===== config.mk =====
export PLATFORM = sky130hd
export DESIGN_NAME = piso_shift_register
export DESIGN_NICKNAME = d
export VERILOG_FILES = /design/src/rtl/piso_shift_register.sv
export SDC_FILE = /design/constraint.sdc
export NUM_CORES = 1
export LEC_CHECK = 0
export ABC_AREA = 1
export CAP_MARGIN = 15
export CORE_AREA = 2 2 39 41
export CTS_CLUSTER_SIZE = 30
export DETAILED_ROUTE_END_ITERATION = 8
export DIE_AREA = 0 0 41 43
export PLACE_DENSITY = 0.53
export SLEW_MARGIN = 10
export SYNTH_ARGS = -nofsm -noshare
export SYNTH_HDL_FRONTEND = slang
export SYNTH_SLANG_ARGS = --single-unit

===== constraint.sdc =====
create_clock -name CLK -period 1.15 [get_ports CLK]
set_clock_uncertainty 0.05 [all_clocks]
set_input_delay 0.1725 -clock CLK [delete_from_list [all_inputs] [get_ports CLK]]
set_output_delay 0.1725 -clock CLK [all_outputs]
set_load 0.01 [all_outputs]

===== src/rtl/piso_shift_register.sv =====
// Parallel-in serial-out shift register with load/ready handshake,
// shift-enable stall and back-to-back reload on the final bit.
module piso_shift_register #(
    parameter int WIDTH     = 4,
    parameter int MSB_FIRST = 1
) (
    input  logic             CLK,
    input  logic             SRCLR_N,
    input  logic [WIDTH-1:0] PI,
    input  logic             LOAD,
    input  logic             SHEN,
    output logic             READY,
    output logic             SO,
    output logic             SO_VALID,
    output logic             LAST
);

    localparam int CW = (WIDTH > 1) ? $clog2(WIDTH) : 1;
    localparam logic [CW-1:0] CNT_LAST = CW'(WIDTH - 1);

    typedef enum logic {
        IDLE  = 1'b0,
        SHIFT = 1'b1
    } state_t;

    state_t            state, state_nxt;
    logic [WIDTH-1:0]  sreg, sreg_nxt;
    logic [CW-1:0]     cnt, cnt_nxt;
    logic              accept;

    // Outputs are decoded from registered state only, so PI/LOAD never reach SO.
    always_comb begin
        SO_VALID = (state == SHIFT);
        LAST     = (state == SHIFT) && (cnt == CNT_LAST);
        READY    = (state == IDLE) || (LAST && SHEN);
        SO       = 1'b0;
        if (state == SHIFT) begin
            SO = (MSB_FIRST != 0) ? sreg[WIDTH-1] : sreg[0];
        end
        accept   = LOAD && READY;
    end

    // Next-state, shift-register and counter update.
    always_comb begin
        state_nxt = state;
        sreg_nxt  = sreg;
        cnt_nxt   = cnt;
        if (accept) begin
            state_nxt = SHIFT;
            sreg_nxt  = PI;
            cnt_nxt   = '0;
        end else if ((state == SHIFT) && SHEN) begin
            if (LAST) begin
                state_nxt = IDLE;
                cnt_nxt   = '0;
            end else begin
                cnt_nxt   = cnt + CW'(1);
            end
            if (MSB_FIRST != 0) begin
                sreg_nxt = {sreg[WIDTH-2:0], 1'b0};
            end else begin
                sreg_nxt = {1'b0, sreg[WIDTH-1:1]};
            end
        end
    end

    // State register with synchronous active-low clear taking priority.
    always_ff @(posedge CLK) begin
        if (!SRCLR_N) begin
            state <= IDLE;
            sreg  <= '0;
            cnt   <= '0;
        end else begin
            state <= state_nxt;
            sreg  <= sreg_nxt;
            cnt   <= cnt_nxt;
        end
    end

endmodule


==> metrics.sh, run 1 <==
FINALWORSTSETUPSLACK_NS=-0.0466
DETAILED_PLACE.AREA_UM2=571
DIE_W_UM=41
ROUTE.DETAILED.VIAS_PER_INST=4.33
SYNTH_TOP_CELL_BY_AREA='sky130_fd_sc_hd__dfxtp_1'
CP.ARRIVAL_NS=0.97
R2R_START='cnt[1]'
CP_COMMON_CELL='sky130_fd_sc_hd__nand2_4'
WORST-SLEW-PIN-TRANSITION_NS=0.218
PLACEDCELLCOUNT=90
CRITICAL_PATH_CLASS='flip-flop to output port'
CTS.CLK_SLEW.WORST_PATHS_NS=0.05
GLOBAL_ROUTE.USAGE.TOTAL_PCT=11.7
GP_WEIGHTED_CONGESTION=0.701
NUMBER_OF_GLOBAL_ROUTE_VIAS_BEFORE_REPAIR=348
SHARE_SEQ_OF_TOTAL_POWER_PCT=41.6
PEAKVDDDROP_uV=498
VIOLATIONS='negative setup slack'
ROWS=14
CP_SLOWEST_CELL='sky130_fd_sc_hd__dfxtp_2'
PORT-BUFFER-COUNT=11
GR-TOTAL-OVERFLOW=0
MAXCAP_VIOL_COUNT=0
YOSYS-TOP-CELLS-AREA='sky130_fd_sc_hd__dfxtp_1 39%, sky130_fd_sc_hd__a21oi_1 9.8%, sky130_fd_sc_hd__nand2_1 9.4%'
TRITONCTS='built'
PERIOD_SHARE_PCT=104
VIA_COUNT=407
REMAINING_NUMBER_OF_NETS_FLAGGED_BY_THE_ANTENNA_CHECK_AFTER_ROUTING=0
DESIGN.DIE.AREA_UM2=1760
LARGEST_NET_DEGREE_AT_THE_START_OF_GLOBAL_ROUTING=8
FINAL_STANDARD_CELL_AREA_WITHOUT_FILLERS_UM2=653
SWSHARE_PCT=26.7
SYNTH_SEQUENTIAL_AREA_RATIO_PCT=39.2
GRT_FIRST_PASS_WIRELENGTH_UM=1390
DRT_ITER0_DRC=15
CLOCK_TREE.ROOT_CELL='sky130_fd_sc_hd__clkbuf_4'
TIMING.FINAL.SETUP_VIOLATIONS=3
RSZ0062_AT_GRT='true'
OUTCOME='finished with violations'
SYNTH.TOP_CELL.AREA_SHARE_PCT=39.2
CP_DATA_REQUIRED_TIME_NS=0.93
POSTSYNTHCELLCOUNT=52
LEAKAGEPOWER_uW=0.000312
DEPTH_OF_THE_WORST_REGISTER_TO_REGISTER_PATH=8
PLACE_WORST_SETUP_SLACK_NS=-0.422
FRACTION_OF_FINAL_LAYOUT_CELLS_WITH_DRIVE_STRENGTH_GREATER_THAN_1_PCT=37.2
WORST_HOLD_STARTPOINT='SHEN'
POST-CTS-SETUP-BUFFER-COUNT=0
WL_PER_CELL_UM=9.36
ANTENNA-DIODE-COUNT=0
CTS-BUFFERS-INSERTED=3
ACHIEVABLE-FREQUENCY_GHz=0.836
WORSTHOLDPATHTYPE='primary input to flip-flop'
POWER_SWITCHING_uW=174
CP-START-KIND='flip-flop'
WORST_SETUP_PATH_END_KIND='output port'
CLOCK_TREE.BUFFER_DEPTH=2
PATH_CELLS='ha_4 > nand2_4 > nand2_4 > buf_6'
POWER_FRAC_CLOCK_PCT=35.0
WORST_SLEW_MARGIN_PCT=85.5
CRITICAL_PATH.TOP_DELAY_FAMILY='flip-flops'
DRT_FIRST_PASS_ITERS=4
CRIT_BUF_INV=1
PLACE_HPWL_UM=655
YS_SEQ_ELEMENTS=7
CRIT_PATH_MAX_INCR_DELAY_NS=0.33
POST_CTS_HOLD_FIX_BUFS=0
REPORT.FINAL.HOLD_VIOL_COUNT=0
SYNTHESIS_TO_FINISH_AREA_GROWTH_PCT=82.5
CRITPATHMAXFANOUT=3
MIN_TO='cnt[1]'
REGTOREGSETUPSLACK_NS=-0.02
DRT_WL_TOTAL_UM=880
FINALNONFILLERCELLS=94
SKEW_PAIR_LATE_INSERTION_DELAY_NS=0.25
DESIGN.FINAL.NETS=88
ROUTE.DETAILED.DRC=0
POST-ROUTE-MIN-PERIOD_NS=1.20
HOLD_PATH_DEPTH=4
DIE_HEIGHT_UM=43
YS.WARNINGS.COUNT=0
SYNTH.AVG_CELL_AREA_UM2=6.88
COMB_POWER_SHARE_PCT=23.5
POWER.DENSITY_CELL_AREA_nW_PER_UM2=998
SLEW_VIOLATIONS=0
CTS_SINKS=7
SYN-NUM-NETS=61
ANTENNA_FOUND_INITIAL=0
SYNTHESIS.AREA_UM2=358
START_UTIL_PCT=25.9
CELL_INTERNAL_PWR_uW=478
BOUNDARYPINS=12
PLACEABLECOREAREA_UM2=1380
R2R_END='sreg[3]'
CTS.HTREE.LEVELS=1
NETLIST-CELL-TYPE-COUNT=16
==> final cells by class <==
class / instances / area, um2
fill: 144 / 731
sequential: 7 / 146
tap: 16 / 20.0
inverter: 7 / 26.3
multi-input combinational: 37 / 224
clock buffer: 4 / 26.3
timing repair buffer: 23 / 210
==> cell usage after synthesis (all sizes together) <==
cell type	number
a211oi	1
a21oi	7
buf	1
dfxtp	7
ha	1
inv	7
nand2	10
nand3	4
nor2	7
nor3	1
o211ai	1
o21ai	4
or2	1
==> registers in the layout (all words and copies together), names as in the netlist <==
name,count
sreg,4
cnt,2
SO_VALID,1
==> worst register-to-register path, cell delays in order, from the launching register on <==
cell and delay, ns:
sky130_fd_sc_hd__dfxtp_2 0.33, sky130_fd_sc_hd__ha_4 0.17, sky130_fd_sc_hd__nand2_4 0.07, sky130_fd_sc_hd__nand2_4 0.05, sky130_fd_sc_hd__buf_6 0.13, sky130_fd_sc_hd__nand3_1 0.06, sky130_fd_sc_hd__nand2_1 0.06, sky130_fd_sc_hd__nor2_1 0.10
sky130_fd_sc_hd__nor2_1 0.04
==> what timing repair did <==
action | 4_1_cts | 5_1_grt
setup endpoints to repair | 9 | 8
gates resized for setup | 23 | 9
pin swaps | 2 | 3
==> worst max path at each step <==
stage           start  endpoint  slack (ns)  depth (start not counted)
6_report       cnt[1]     READY       -0.05                          4
4_1_cts        cnt[1]     READY       -0.08                          4
3_5_place_dp     SHEN     READY       -0.42                          4
3_3_place_gp     SHEN     READY       -0.42                          4
5_1_grt        cnt[1]      LAST       -0.10                          4
2_1_floorplan  cnt[0]    cnt[0]        0.02                          5
==> routing by layer <==
| metal | vias up | global-route usage [%] | share of wire, % |
|---|---|---|---|
| met5 | - | 0 | 0 |
| met4 | 0 | 6.00 | 0 |
| met2 | 11 | 15.6 | 49 |
| met1 | 173 | 15.5 | 47 |
| met3 | 0 | 4.71 | 4.2 |
| li1 | 223 | - | - |
==> cell families (layout without fill, tap and decap cells) <==
logic type / count (synthesis) / count (layout) / share of synthesized area [%]
fa+ha+maj: 1 / 1 / 3.50
buf+inv: 8 / 34 / 9.44
simple gates: 23 / 23 / 27.3
flops: 7 / 7 / 39.2
compound gates: 13 / 13 / 20.6
==> power groups by stage <==
stage               Clock, uW  Sequential [uW]  Combinational [uW]
floorplan                   0              271                62.4
global placement            0              274                 140
detailed placement          0              274                 140
CTS                       238              270                 143
global route              251              273                 170
finish                    228              271                 153
==> per-stage QoR <==
step,hold slack [ns],setup TNS (ns),utilization [%],power (uW)
finish,0.357,-0.0993,47.2,652
global route,0.366,-0.542,47.2,693
CTS,0.440,-0.158,44.5,651
detailed placement,0.447,-2.19,41.2,414
global placement,0.451,-2.19,41.2,414
floorplan,0.264,0,-,334
==> layout by cell type (no fill, tap or decap) <==
cell and instances:
sky130_fd_sc_hd__a211oi_1 1, sky130_fd_sc_hd__clkbuf_1 1, sky130_fd_sc_hd__nand2_2 1, sky130_fd_sc_hd__buf_6 5, sky130_fd_sc_hd__dlymetal6s2s_1 1, sky130_fd_sc_hd__clkdlybuf4s50_1 6, sky130_fd_sc_hd__a21oi_1 7, sky130_fd_sc_hd__nor3_1 1
sky130_fd_sc_hd__or2_2 1, sky130_fd_sc_hd__nand3_2 1, sky130_fd_sc_hd__dfxtp_2 2, sky130_fd_sc_hd__nand3_1 3, sky130_fd_sc_hd__o211ai_1 1, sky130_fd_sc_hd__inv_2 1, sky130_fd_sc_hd__o21ai_0 2, sky130_fd_sc_hd__inv_1 6
sky130_fd_sc_hd__buf_2 1, sky130_fd_sc_hd__nand2_1 7, sky130_fd_sc_hd__dfxtp_4 1, sky130_fd_sc_hd__clkbuf_4 3, sky130_fd_sc_hd__o21ai_4 1, sky130_fd_sc_hd__ha_4 1, sky130_fd_sc_hd__dfxtp_1 4, sky130_fd_sc_hd__buf_4 9
sky130_fd_sc_hd__nor2_1 7, sky130_fd_sc_hd__dlygate4sd2_1 1, sky130_fd_sc_hd__o21ai_1 1, sky130_fd_sc_hd__nand2_4 2
No activity file was read; power rests on OpenSTA's default activity.
==> run 2: changes to the inputs <==
--- a/config.mk
+++ b/config.mk
@@ -12,6 +12,7 @@
 export DETAILED_ROUTE_END_ITERATION = 8
 export DIE_AREA = 0 0 41 43
 export PLACE_DENSITY = 0.53
+export RECOVER_POWER = 100
 export SLEW_MARGIN = 10
 export SYNTH_ARGS = -nofsm -noshare
 export SYNTH_HDL_FRONTEND = slang
==> results of run 2 <==
Final layout, timing and power as in run 1 (identical DEF).
